### src/rtl/calc_param.sv
// calc_param: BCD-keyed four-function decimal calculator.
// Commands arrive over a valid/ready handshake. Add and subtract take one cycle.
// Multiply uses a shift-add datapath and takes WIDTH cycles. Division also takes
// WIDTH cycles and exists only when the macro CALC_DIV_EN is defined.
// Each displayed value is serialised one decimal digit per cycle, least significant first.
module calc_param #(
  parameter int DIGITS = 8,
  parameter int WIDTH  = 27
) (
  input  logic                      clock,
  input  logic                      reset,
  input  logic [3:0]                i_cmd,
  input  logic                      i_cmd_valid,
  output logic                      o_cmd_ready,
  output logic [1:0]                o_status,
  output logic [3:0]                o_data,
  output logic [$clog2(DIGITS)-1:0] o_pos,
  output logic                      o_data_valid,
  output logic [2:0]                o_ea
);

  localparam int PW = $clog2(DIGITS);
  localparam int CW = $clog2(WIDTH + 1);
  localparam logic [WIDTH-1:0] TEN = WIDTH'(10);

  function automatic logic [WIDTH-1:0] pow10(input int n);
    logic [WIDTH-1:0] v;
    v = WIDTH'(1);
    for (int i = 0; i < n; i++) v = v * TEN;
    return v;
  endfunction

  // Largest displayable value, and the smallest entry that already fills the display
  localparam logic [WIDTH-1:0] MAXV = pow10(DIGITS) - WIDTH'(1);
  localparam logic [WIDTH-1:0] LIM  = pow10(DIGITS - 1);

  localparam logic [1:0] OP_ADD = 2'd0;
  localparam logic [1:0] OP_SUB = 2'd1;
  localparam logic [1:0] OP_MUL = 2'd2;
  localparam logic [1:0] OP_DIV = 2'd3;

  typedef enum logic [2:0] {
    ESPERA_A = 3'b000,
    ESPERA_B = 3'b001,
    CALC     = 3'b010,
    PRINT    = 3'b011,
    ERRO     = 3'b100
  } state_t;

  state_t r_state, w_state_nxt, r_ret, w_ret_nxt;

  logic [WIDTH-1:0]   r_entry, r_a, r_b, r_pval;
  logic               r_fresh;
  logic [1:0]         r_op;
  logic [PW-1:0]      r_pos;
  logic [CW-1:0]      r_cnt;
  logic [2*WIDTH-1:0] r_acc, r_mcand;
  logic [WIDTH-1:0]   r_mplier;
`ifdef CALC_DIV_EN
  logic [WIDTH-1:0]   r_rem, r_quo;
  logic [WIDTH:0]     w_shift;
  logic               w_ge;
  logic [WIDTH-1:0]   w_rem_nxt, w_quo_nxt;
`endif

  logic               w_accept, w_is_digit, w_is_op, w_is_eq, w_is_bs;
  logic [1:0]         w_cmd_op;
  logic               w_fresh_a, w_dig_ok;
  logic [WIDTH-1:0]   w_dig_val, w_bs_val;
  logic               w_do_digit, w_do_bs, w_do_op, w_do_opswap, w_do_eq;
  logic [WIDTH:0]     w_sum;
  logic [2*WIDTH-1:0] w_acc_nxt;
  logic               w_last, w_calc_done, w_calc_err;
  logic [WIDTH-1:0]   w_res;

  // Command decode
  assign w_accept   = i_cmd_valid && o_cmd_ready;
  assign w_is_digit = (i_cmd <= 4'd9);
  assign w_is_eq    = (i_cmd == 4'd14);
  assign w_is_bs    = (i_cmd == 4'd15);
`ifdef CALC_DIV_EN
  assign w_is_op    = (i_cmd >= 4'd10) && (i_cmd <= 4'd13);
`else
  assign w_is_op    = (i_cmd >= 4'd10) && (i_cmd <= 4'd12);
`endif
  assign w_cmd_op   = 2'(i_cmd - 4'd10);

  // A digit right after a result starts a new number instead of extending the result
  assign w_fresh_a  = r_fresh && (r_state == ESPERA_A);
  assign w_dig_ok   = w_fresh_a || (r_entry < LIM);
  assign w_dig_val  = w_fresh_a ? WIDTH'(i_cmd) : (r_entry * TEN + WIDTH'(i_cmd));
  assign w_bs_val   = r_entry / TEN;

  // Arithmetic datapath: next iteration values and final result/error per operation
  assign w_sum     = {1'b0, r_a} + {1'b0, r_b};
  assign w_acc_nxt = r_mplier[0] ? (r_acc + r_mcand) : r_acc;
  assign w_last    = (r_cnt == CW'(WIDTH - 1));
`ifdef CALC_DIV_EN
  assign w_shift   = {r_rem, r_quo[WIDTH-1]};
  assign w_ge      = (w_shift >= {1'b0, r_b});
  assign w_rem_nxt = w_ge ? WIDTH'(w_shift - {1'b0, r_b}) : w_shift[WIDTH-1:0];
  assign w_quo_nxt = {r_quo[WIDTH-2:0], w_ge};
`endif

  // Select completion, error and result for the latched operation
  always_comb begin
    w_calc_done = 1'b1;
    w_calc_err  = 1'b0;
    w_res       = '0;
    case (r_op)
      OP_ADD: begin
        w_calc_err = (w_sum > {1'b0, MAXV});
        w_res      = w_sum[WIDTH-1:0];
      end
      OP_SUB: begin
        w_calc_err = (r_a < r_b);
        w_res      = r_a - r_b;
      end
      OP_MUL: begin
        w_calc_done = w_last;
        w_calc_err  = (w_acc_nxt > {{WIDTH{1'b0}}, MAXV});
        w_res       = w_acc_nxt[WIDTH-1:0];
      end
`ifdef CALC_DIV_EN
      OP_DIV: begin
        w_calc_done = w_last;
        w_calc_err  = (r_b == '0);
        w_res       = w_quo_nxt;
      end
`endif
      default: begin
        w_calc_done = 1'b1;
      end
    endcase
  end

  // State register with return-state memory for PRINT
  always_ff @(posedge clock or posedge reset) begin
    if (reset) begin
      r_state <= ESPERA_A;
      r_ret   <= ESPERA_A;
    end else begin
      r_state <= w_state_nxt;
      r_ret   <= w_ret_nxt;
    end
  end

  // Next-state logic and datapath strobes
  always_comb begin
    w_state_nxt = r_state;
    w_ret_nxt   = r_ret;
    w_do_digit  = 1'b0;
    w_do_bs     = 1'b0;
    w_do_op     = 1'b0;
    w_do_opswap = 1'b0;
    w_do_eq     = 1'b0;
    case (r_state)
      ESPERA_A: begin
        if (w_accept) begin
          if (w_is_digit && w_dig_ok) begin
            w_do_digit  = 1'b1;
            w_state_nxt = PRINT;
            w_ret_nxt   = ESPERA_A;
          end else if (w_is_bs) begin
            w_do_bs     = 1'b1;
            w_state_nxt = PRINT;
            w_ret_nxt   = ESPERA_A;
          end else if (w_is_op) begin
            w_do_op     = 1'b1;
            w_state_nxt = PRINT;
            w_ret_nxt   = ESPERA_B;
          end
        end
      end
      ESPERA_B: begin
        if (w_accept) begin
          if (w_is_digit && w_dig_ok) begin
            w_do_digit  = 1'b1;
            w_state_nxt = PRINT;
            w_ret_nxt   = ESPERA_B;
          end else if (w_is_bs) begin
            w_do_bs     = 1'b1;
            w_state_nxt = PRINT;
            w_ret_nxt   = ESPERA_B;
          end else if (w_is_op) begin
            w_do_opswap = 1'b1;
          end else if (w_is_eq) begin
            w_do_eq     = 1'b1;
            w_state_nxt = CALC;
          end
        end
      end
      CALC: begin
        if (w_calc_done) begin
          w_state_nxt = w_calc_err ? ERRO : PRINT;
          w_ret_nxt   = ESPERA_A;
        end
      end
      PRINT: begin
        if (r_pos == PW'(DIGITS - 1)) w_state_nxt = r_ret;
      end
      ERRO: ;
      default: w_state_nxt = ESPERA_A;
    endcase
  end

  // Operand, entry, iteration and print registers
  always_ff @(posedge clock or posedge reset) begin
    if (reset) begin
      r_entry  <= '0;
      r_a      <= '0;
      r_b      <= '0;
      r_op     <= OP_ADD;
      r_fresh  <= 1'b0;
      r_pval   <= '0;
      r_pos    <= '0;
      r_cnt    <= '0;
      r_acc    <= '0;
      r_mcand  <= '0;
      r_mplier <= '0;
`ifdef CALC_DIV_EN
      r_rem    <= '0;
      r_quo    <= '0;
`endif
    end else begin
      case (r_state)
        ESPERA_A, ESPERA_B: begin
          if (w_do_digit) begin
            r_entry <= w_dig_val;
            r_fresh <= 1'b0;
            r_pval  <= w_dig_val;
            r_pos   <= '0;
          end else if (w_do_bs) begin
            r_entry <= w_bs_val;
            r_fresh <= 1'b0;
            r_pval  <= w_bs_val;
            r_pos   <= '0;
          end else if (w_do_op) begin
            r_a     <= r_entry;
            r_op    <= w_cmd_op;
            r_entry <= '0;
            r_fresh <= 1'b0;
            r_pval  <= '0;
            r_pos   <= '0;
          end else if (w_do_opswap) begin
            r_op    <= w_cmd_op;
          end else if (w_do_eq) begin
            r_b      <= r_entry;
            r_cnt    <= '0;
            r_acc    <= '0;
            r_mcand  <= {{WIDTH{1'b0}}, r_a};
            r_mplier <= r_entry;
`ifdef CALC_DIV_EN
            r_rem    <= '0;
            r_quo    <= r_a;
`endif
          end
        end
        CALC: begin
          r_cnt    <= r_cnt + CW'(1);
          r_acc    <= w_acc_nxt;
          r_mcand  <= r_mcand << 1;
          r_mplier <= r_mplier >> 1;
`ifdef CALC_DIV_EN
          r_rem    <= w_rem_nxt;
          r_quo    <= w_quo_nxt;
`endif
          if (w_calc_done && !w_calc_err) begin
            r_entry <= w_res;
            r_fresh <= 1'b1;
            r_pval  <= w_res;
            r_pos   <= '0;
          end
        end
        PRINT: begin
          r_pval <= r_pval / TEN;
          r_pos  <= r_pos + PW'(1);
        end
        default: ;
      endcase
    end
  end

  // Status and display outputs decoded from the current state
  always_comb begin
    o_cmd_ready  = (r_state == ESPERA_A) || (r_state == ESPERA_B);
    o_data_valid = (r_state == PRINT);
    o_pos        = (r_state == PRINT) ? r_pos : '0;
    o_data       = (r_state == PRINT) ? 4'(r_pval % TEN) : 4'd0;
    o_ea         = r_state;
    case (r_state)
      ESPERA_A, ESPERA_B: o_status = 2'b10;
      CALC:               o_status = 2'b01;
      PRINT:              o_status = 2'b11;
      default:            o_status = 2'b00;
    endcase
  end

endmodule

### config.mk
export PLATFORM = sky130hd
export DESIGN_NAME = calc_param
export DESIGN_NICKNAME = d
export VERILOG_FILES = /design/src/rtl/calc_param.sv
export SDC_FILE = /design/constraint.sdc
export NUM_CORES = 1
export LEC_CHECK = 0
export ABC_AREA = 1
export CAP_MARGIN = 20
export CORE_MARGIN = 3
export CORE_UTILIZATION = 62
export CTS_CLUSTER_DIAMETER = 60
export CTS_CLUSTER_SIZE = 24
export DETAILED_ROUTE_END_ITERATION = 10
export PLACE_DENSITY = 0.91
export SLEW_MARGIN = 20
export SYNTH_ARGS = -nofsm -noshare
export SYNTH_HDL_FRONTEND = slang
export SYNTH_SLANG_ARGS = --single-unit
### constraint.sdc
create_clock -name clock -period 24.9 [get_ports clock]
set_input_delay 2.49 -clock clock [delete_from_list [all_inputs] [get_ports clock]]
set_output_delay 2.49 -clock clock [all_outputs]
set_load 0.1 [all_outputs]
# ---- Word-level counts from Yosys, hierarchy flattened
# Index checks and enable logic that the tools add are counted.
dict set report word_totals {
  out_inout_bits 14
  elab_cells 175
  reg_bits 260
}
dict set report op_classes {
  eq_ne 25
  n_bitwise 5
  n_addsub 7
  div 3
  n_reduce_logical 23
  muxes 91
  multipliers 1
  n_lt_le_gt_ge 7
}
# op count
set op_table {}
lappend op_table {{54-bit two-way mux} 11}
lappend op_table {{27-bit two-way mux} 10}
lappend op_table {{54-bit one-hot mux with 2 select lines} 2}
lappend op_table {{27-bit one-hot mux with 3 select lines} 2}
lappend op_table {{27-bit one-hot mux with 2 select lines} 2}
lappend op_table {{3-bit two-way mux} 25}
lappend op_table {{54-bit adder} 1}
lappend op_table {{27-bit by 4-bit divider with 27-bit output (second input constant)} 2}
lappend op_table {{54-bit by 27-bit greater-than comparator with 1-bit output (second input constant)} 1}
lappend op_table {{27-bit by 27-bit adder with 28-bit output} 1}
lappend op_table {{28-bit by 27-bit greater-than comparator with 1-bit output (second input constant)} 1}
lappend op_table {{27-bit by 4-bit adder with 27-bit output} 1}
lappend op_table {{27-bit by 24-bit < comparator with 1-bit output (second input constant)} 1}
lappend op_table {{27-bit < comparator} 1}
lappend op_table {{27-bit by 4-bit remainder unit with 27-bit output (second input constant)} 1}
lappend op_table {{27-bit by 3-bit multiplier with 26-bit output (second input constant)} 1}
lappend op_table {{27-bit subtractor} 1}
lappend op_table {{5-bit two-way mux} 5}
lappend op_table {{1-bit two-way mux} 24}
lappend op_table {{3-bit one-hot mux with 3 select lines} 2}
lappend op_table {{6-bit AND reduction} 3}
lappend op_table {{2-bit != test (second input constant)} 8}
lappend op_table {{3-bit one-hot mux with 5 select lines} 1}
lappend op_table {{4-bit != test (second input constant)} 3}
lappend op_table {{33 further kinds} 52}

# ---- Logic depth before layout (Yosys ltp)
# Gate-level depths: netlist of run 1.
dict set report logic_depth {
  ltp_word 13
  ltp_mapped 119
}

# ---- Worst setup path before layout of run 1
# OpenSTA, ideal clock, no wires.
dict set report synth_timing {
  kind {flip-flop to output port}
  startpoint {reg r_pval[24]}
  endpoint {out o_data[1]}
  n_path_buf 0
  setup_slack_ns 13.120
  path_stages_with_launch 106
  arrival_ns 9.290
  required_ns 22.410
  cell_sequence {dfrtp_1 > inv_1 > nand3_1 > nand2_2 > o21ai_4 > nand2_2 > nand2_1 > nand2_1 > inv_1 > o21ai_0 > nand2_2 > nand2_2 > nand2_4 > nand2_2 > nand2_2 > nand3_1 > nand2_2 > nand2_2 > [70 not listed] > inv_2 > nand2_4 > nand2_4 > nand2_1 > nand2_2 > inv_2 > nand2_4 > nand2_2 > nand2_1 > nand2_1 > inv_1 > ha_1 > inv_1 > nand3_1 > nand2_2 > nor2_4 > nand2_1 > a21oi_1}
}
dict set report synth_between {
  elab_chain_len 2
}
# element line
set synth_rtl {}
lappend synth_rtl {{from (decl)} 52} ;# logic [WIDTH-1:0] r_entry, r_a, r_b, r_pval;
lappend synth_rtl {{from (signal assigned)} 231} ;# r_pval <= w_dig_val;
lappend synth_rtl {{from (signal assigned)} 236} ;# r_pval <= w_bs_val;
lappend synth_rtl {{from (signal assigned)} 271} ;# r_pval <= w_res;
lappend synth_rtl {{27-bit by 4-bit remainder unit with 27-bit output} 289} ;# o_data = (r_state == PRINT) ? 4'(r_pval % TEN) : 4'd0;
lappend synth_rtl {{4-bit two-way mux} 289}
lappend synth_rtl {{to (decl)} 16} ;# output logic [3:0] o_data,
# No other way between the ends.

# ---- Worst setup path in the final report of run 1
dict set report layout_timing {
  startpoint {reg r_pval[26]}
  endpoint {out o_data[2]}
}
# Same word-level chain as after synthesis.

==> results of run 1 <==
==> kinds of logic after synthesis <==
group	count (synthesis)	synth area share, %
compound gates	702	18.3
xor+xnor	101	4.02
fa+ha+maj	165	9.40
buf+inv	539	9.50
flops	258	28.9
mux	5	0.224
simple gates	1383	29.7
==> layer usage <==
metal | global-route usage (%) | share of wire [%]
met5 | 0 | 0
met3 | 3.92 | 6.7
met2 | 52.6 | 48
met1 | 37.4 | 41
met4 | 12.6 | 4.1
==> per-stage QoR <==
| stage | area, um^2 | setup WS (ns) | util [%] | std cells | hold slack, ns |
|---|---|---|---|---|---|
| final | 23800 | 10.76 | 68.0 | 3612 | 0.491 |
| after global routing | 23800 | 9.60 | 68.0 | 3612 | 0.524 |
| after CTS | 23800 | 11.04 | 68.0 | 3612 | 0.496 |
| after detailed placement | 22900 | 11.80 | 65.3 | 3560 | 0.474 |
| after global placement | 22900 | 12.97 | 65.3 | 3560 | 0.470 |
| after floorplan | 22400 | 13.12 | - | 3153 | 0.452 |
==> worst min-delay path: cells and delay by family, from the launching register on <==
family	cells	cell delay, ns
flip-flops	1	0.35
AND/OR/NAND/NOR	2	0.11
==> final cells by class <==
class	count	area, um^2	share of cell area, %
Clock buffer	31	743	3.12
Clock inverter	21	218	0.913
Inverter	457	1750	7.36
Multi-Input combinational cell	2356	13800	57.9
Sequential cell	258	6460	27.1
Tap cell	455	569	2.39
Timing Repair Buffer	34	305	1.28
==> worst paths after layout <==
check | startpoint | to | slack, ns | cells past startpoint
setup / recovery | r_pval[26] | o_data[2] | 10.76 | 105
hold / removal | r_mplier[14] | r_mplier[14] | 0.49 | 2
setup reg to reg | r_pval[26] | r_pval[0] | 14.90 | 105
hold reg to reg | r_mplier[14] | r_mplier[14] | 0.49 | 2
max in group asynchronous | reset | r_a[0] | 20.96 | 3
min in group asynchronous | reset | r_a[22] | 2.45 | 2
==> cell usage in the layout, fill, tap and decap left out, types with 4 or more instances in the layout <==
cell	n
inv_8	8
nand4_1	24
or2_2	4
inv_2	52
nor2_1	135
a32o_1	5
o21bai_1	13
ha_1	160
xor2_1	71
clkinv_1	5
nand3b_1	7
nand2_1	697
a32oi_1	6
nand2_4	42
o221ai_1	7
nand3_2	39
a22o_1	9
nand2_2	168
inv_6	6
a21oi_1	192
o21ai_0	277
a31oi_1	10
xnor2_1	29
mux2i_1	5
nor3_1	25
a221oi_1	7
inv_1	395
clkbuf_16	29
a22oi_1	38
fa_1	5
o211ai_1	29
dfrtp_1	258
nand3_1	226
o21ai_1	10
o22ai_1	52
clkdlybuf4s50_1	20
a21o_1	4
a211oi_1	9
o31ai_1	8
buf_4	14
==> flip-flops by register name (all words and copies together) (netlist names) <==
name	cells
r_entry	27
r_pval	27
r_pos	3
r_ret	1
r_mplier	27
r_acc	54
r_b	27
r_cnt	5
r_a	27
r_mcand	54
o_ea	3
r_fresh	1
r_op	2
==> summary.md, run 1 <==
| Metric | Value |
|---|---|
| Layout cells sized above 1 | `12.4%` |
| Worst Path Max Fanout | `6` |
| Post-synth top area cell | `dfrtp_1` |
| Setup Viol. Count Final | `0` |
| Main area contributors after synthesis | `dfrtp_1, nand2_1, ha_1` |
| Netlist cell types | `69` |
| CP Launch Type | `register` |
| Fill cells | `2820` |
| CTS buffer count | `28` |
| Most used cell, CP | `nand2_2` |
| Post-synth top area share | `28.9%` |
| CTS sink cnt | `258` |
| Port Buffers | `20` |
| Area grow syn2layout | `6.62%` |
| Final hold viol count | `0` |
| N_diodes | `0` |
| Initial core utilization | `63.8%` |
| Post-CTS sizing | `0` |
| Vias per Instance | `6.04` |
| Routability cong. | `0.954` |
| CTS clk-pin slew, worst paths | `0.07 ns` |
| Iteration-0 DRC Markers | `1498` |
| Synth Cell Area | `22400 um^2` |
| Clock skew | `0.0304 ns` |
| 1st-pass router iterations | `7` |
| Detailed Place HPWL | `between 40 and 50 mm` |
| RSZ-0062 raised after global routing | `false` |
| Total grt overflow | `0` |
| Largest net degree at the start of global routing | `141` |
| Clock Tree Root | `clkbuf_16` |
| DRC | `0` |
| Setup CP Type | `reg -> out` |
| Row cnt | `68` |
| I/O pin count | `21` |
| Slew Viols, Final | `0` |
| Hold-fix buffers at CTS | `0` |
| Core ar. | `35100 um^2` |
| Final WL | `58.8 mm` |
| Family with the most delay on the worst path | `simple AND/OR/NAND/NOR gates` |
| Setup crit end kind | `primary output` |
| Setup TNS | `0 ns` |
| Critical path arrival | `11.65 ns` |
| Slew headroom | `25.1%` |
| Fmax | `about 71 MHz` |
| Initial antenna violation count | `0` |
| Chip height | `just under 200 um` |
| Clk Latency, worst-skew pair | `roughly 0.59 ns` |
| Status | `complete, no violations` |
| H-tree depth | `1` |
| Sequential share of the synthesized area | `between 20 and 30%` |
| EDFF count, synth | `0` |
| Postcts setup bufs | `0` |
| Synth Instances | `around 3200` |
| Final worst-path cycle share | `56.8%` |
| Syn nets | `approximately 3300` |
| Vias post-DR | `21800` |
| Data required, critical path | `22.41 ns` |
| Die area | `about 38000 um^2` |
| DR WL/cell | `16.3 um` |
| Synth Flop Type | `dfrtp_1` |
| CP max-delay cell | `clkdlybuf4s50_1` |
| Vias in the first global route | `21400` |
| Antenna Nets Post-Route | `0` |
| Commonest cells post-synth | `nand2_1, inv_1, o21ai_0` |
| Worst path max stage delay | `1.14 ns` |
| Worst hold path type | `reg -> reg` |
| Final min period | `around 14 ns` |
| First-pass GRT wire length | `98.7 mm` |
| Worst path bufs/invs | `15` |
| Mean post-synth cell area | `7.09 um^2` |
| Slew at the pin with the worst max-slew slack | `~1.1 ns` |
| Top-count cell post-synth | `nand2_1` |
| Die extent in x | `196 um` |
| Final nets | `between 3000 and 4000` |
| Fraction of registers with async set/reset | `100%` |
| Aggregate global-route resource usage | `30.1%` |
| Max Cap Violations | `0` |
| Yosys reg bits | `about 260` |
| Synth warnings | `0` |
| CTS max path bufs | `3` |
| CTS tree | `done` |
Power of run 1 is left out: the tool's default activity adds up to more than one toggle a clock period on the data nets, which glitch-free logic cannot reach.
==> inputs of run 2 (changes only) <==
==> constraint.sdc (replaced) <==
create_clock -name clock -period 14.6 [get_ports clock]
set_input_delay 1.46 -clock clock [delete_from_list [all_inputs] [get_ports clock]]
set_output_delay 1.46 -clock clock [all_outputs]
set_load 0.1 [all_outputs]
==> run 2 against run 1 <==
Effect of this change:
- die area unchanged
- sequential cell count unchanged
- clock skew down 0.011 ns
- via count up 0.16%
- worst hold slack worse by 0.0028 ns
- critical endpoint is now o_data[1]
- worst setup slack worse by 9.0 ns
- count of clock-buffer cells in the layout down 4
- design area up 0.23%
- routed wire length up 0.26%
- critical path depth up 2
- non-clock buffer count up 1
- cell count about the same
==> summary.md, run 2 (synthesis results as in run 1) <==
| Metric | Value |
|---|---|
| Final nets | `3307 (unchanged)` |
| Initial antenna violation count | `0 (unchanged)` |
| N_diodes | `0 (unchanged)` |
| Slew at the pin with the worst max-slew slack | `1.11 ns (was 1.12 ns)` |
| CTS tree | `done (unchanged)` |
| Most used cell, CP | `nand2_2 (unchanged)` |
| Final min period | `12.83 ns` |
| CTS clk-pin slew, worst paths | `0.07 ns (about the same)` |
| Worst hold path type | `reg -> reg (unchanged)` |
| First-pass GRT wire length | `98.8 mm (was 98.7 mm)` |
| Hold EP | `r_mplier[14] (unchanged)` |
| Worst r2r src | `r_pval[26] (unchanged)` |
| Hold Path Depth | `2 (unchanged)` |
| Port Buffers | `20 (unchanged)` |
| R2R Setup Slk | `4.84 ns (was 14.90 ns)` |
| Die extent in x | `196 um (unchanged)` |
| Clock Tree Root | `clkbuf_16 (unchanged)` |
| CP Launch Type | `register (unchanged)` |
| Slew Viols, Final | `0 (unchanged)` |
| Max Cap Violations | `0 (unchanged)` |
| Vias per Instance | `6.05 (was 6.04)` |
| Row cnt | `68 (unchanged)` |
| Die area | `38400 um^2 (unchanged)` |
| Layout cells sized above 1 | `12.4% (about the same)` |
| H-tree depth | `1 (unchanged)` |
| Finished Layout Cells | `3610 (was 3612)` |
| Setup Viol. Count Final | `0 (unchanged)` |
| Core ar. | `35100 um^2 (unchanged)` |
| Data required, critical path | `13.14 ns (was 22.41 ns)` |
| Aggregate global-route resource usage | `30.1% (about the same)` |
| I/O pin count | `21 (unchanged)` |
| DRC | `0 (unchanged)` |
| CTS sink cnt | `258 (unchanged)` |
| Clk Latency, worst-skew pair | `0.58 ns (was 0.59 ns)` |
| Slew headroom | `26.1% (was 25.1%)` |
| Area of the multi-input gates | `13800 um^2 (unchanged)` |
| Final hold slack | `0.488 ns (was 0.491 ns)` |
| Vias post-DR | `21800 (about the same)` |
| Setup crit end kind | `primary output (unchanged)` |
| Fill cells | `2767 (was 2820)` |
| Antenna Nets Post-Route | `0 (unchanged)` |
| Iteration-0 DRC Markers | `1966 (was 1498)` |
| Setup TNS | `0 ns (unchanged)` |
| Hold-fix buffers at CTS | `0 (unchanged)` |
| Vias in the first global route | `21400 (about the same)` |
| RSZ-0062 raised after global routing | `false (unchanged)` |
| Commonest non-fill, non-tap cell in the layout | `nand2_1 (unchanged)` |
| FF-to-FF End | `r_pval[0] (unchanged)` |
| Critical path arrival | `11.37 ns (was 11.65 ns)` |
| Detailed Place HPWL | `43.0 mm (was 43.2 mm)` |
| Setup CP Type | `reg -> out (unchanged)` |
| Most frequent cells in the layout | `nand2_1, inv_1, o21ai_0, dfrtp_1, nand3_1 (unchanged)` |
| Final worst-path cycle share | `a little under 90%` |
| Routability cong. | `0.955 (was 0.954)` |
| Worst Path Max Fanout | `6 (unchanged)` |
| Dpl cells | `3560 (unchanged)` |
| CP max-delay cell | `clkdlybuf4s50_1 (unchanged)` |
| Initial core utilization | `63.8% (unchanged)` |
| Worst path max stage delay | `1.16 ns (was 1.14 ns)` |
| Final WL | `59.0 mm (was 58.8 mm)` |
| Postcts setup bufs | `0 (unchanged)` |
| Chip height | `196 um (unchanged)` |
| Final hold viol count | `0 (unchanged)` |
| Largest registers | `r_acc x54, r_mcand x54 (unchanged)` |
| Status | `complete, no violations (unchanged)` |
| Fmax | `78.0 MHz` |
| DR WL/cell | `16.3 um (about the same)` |
| 1st-pass router iterations | `6 (was 7)` |
| Area grow syn2layout | `6.87% (was 6.62%)` |
| Largest net degree at the start of global routing | `141 (unchanged)` |
| Clock skew | `0.0193 ns (was 0.0304 ns)` |
| Total grt overflow | `0 (unchanged)` |
| CTS buffer count | `27 (was 28)` |
| CTS max path bufs | `3 (unchanged)` |
| Hold wc startpoint | `r_mplier[14] (unchanged)` |
| R2R depth | `107 (was 105)` |
| Register area | `6460 um^2 (unchanged)` |
| Post-CTS sizing | `0 (unchanged)` |
run 2: changes by cell type in the layout (fill, tap and decap cells not counted), moves of 2 or more:
| cell | previous run | this run |
|---|---|---|
| clkinv_8 | 1 | 5 |
| bufinv_16 | 0 | 3 |
| clkinv_2 | 3 | 1 |
| clkbuf_16 | 29 | 27 |
| inv_6 | 6 | 3 |
run 2: worst max-delay path by stage:
stage / startpoint / endpoint / slack (ns) / depth (start not counted)
CTS: r_pval[26] / o_data[2] / 1.99 / 106
global route: r_pval[26] / o_data[2] / 0.63 / 104
floorplan: r_pval[24] / o_data[1] / 3.85 / 105
detailed placement: r_pval[26] / o_data[2] / 2.70 / 106
global placement: r_pval[24] / o_data[2] / 3.71 / 104
finish: r_pval[26] / o_data[1] / 1.77 / 107
run 2: worst max-delay path: cells and delay by family, from the launching register on:
kind | cells | cell delay (ns)
AND/OR/NAND/NOR | 83 | 7.18
adder cells (fa/ha/maj) | 1 | 0.14
flip-flops | 1 | 0.46
buffers and inverters | 19 | 2.36
AO/OA/AOI/OAI | 4 | 0.69
run 2: layer usage:
layer | global-route usage (%) | vias up | wire (um)
met1 | 38.1 | 10300 | 24200
met3 | 4.12 | 199 | 4260
met4 | 12.6 | 0 | 2390
li1 | - | 10500 | -
met5 | 0 | - | 0
met2 | 51.7 | 890 | 28100
run 2: stage by stage:
step | area (um^2) | worst slack, ns | utilization, %
6_report | 23900 | 1.77 | 68.2
5_1_grt | 23900 | 0.631 | 68.2
4_1_cts | 23900 | 1.99 | 68.1
3_5_place_dp | 22900 | 2.70 | 65.3
3_3_place_gp | 22900 | 3.71 | 65.3
2_1_floorplan | 22400 | 3.85 | -
run 2: cell type report:
| class | instances | share of cell area, % |
|---|---|---|
| Clock buffer | 27 | 2.83 |
| Clock inverter | 22 | 1.31 |
| Tap cell | 455 | 2.38 |
| Sequential cell | 258 | 27.0 |
| Inverter | 457 | 7.34 |
| Timing Repair Buffer | 35 | 1.39 |
| Multi-Input combinational cell | 2356 | 57.7 |
Power of run 2 is left out for the same reason.
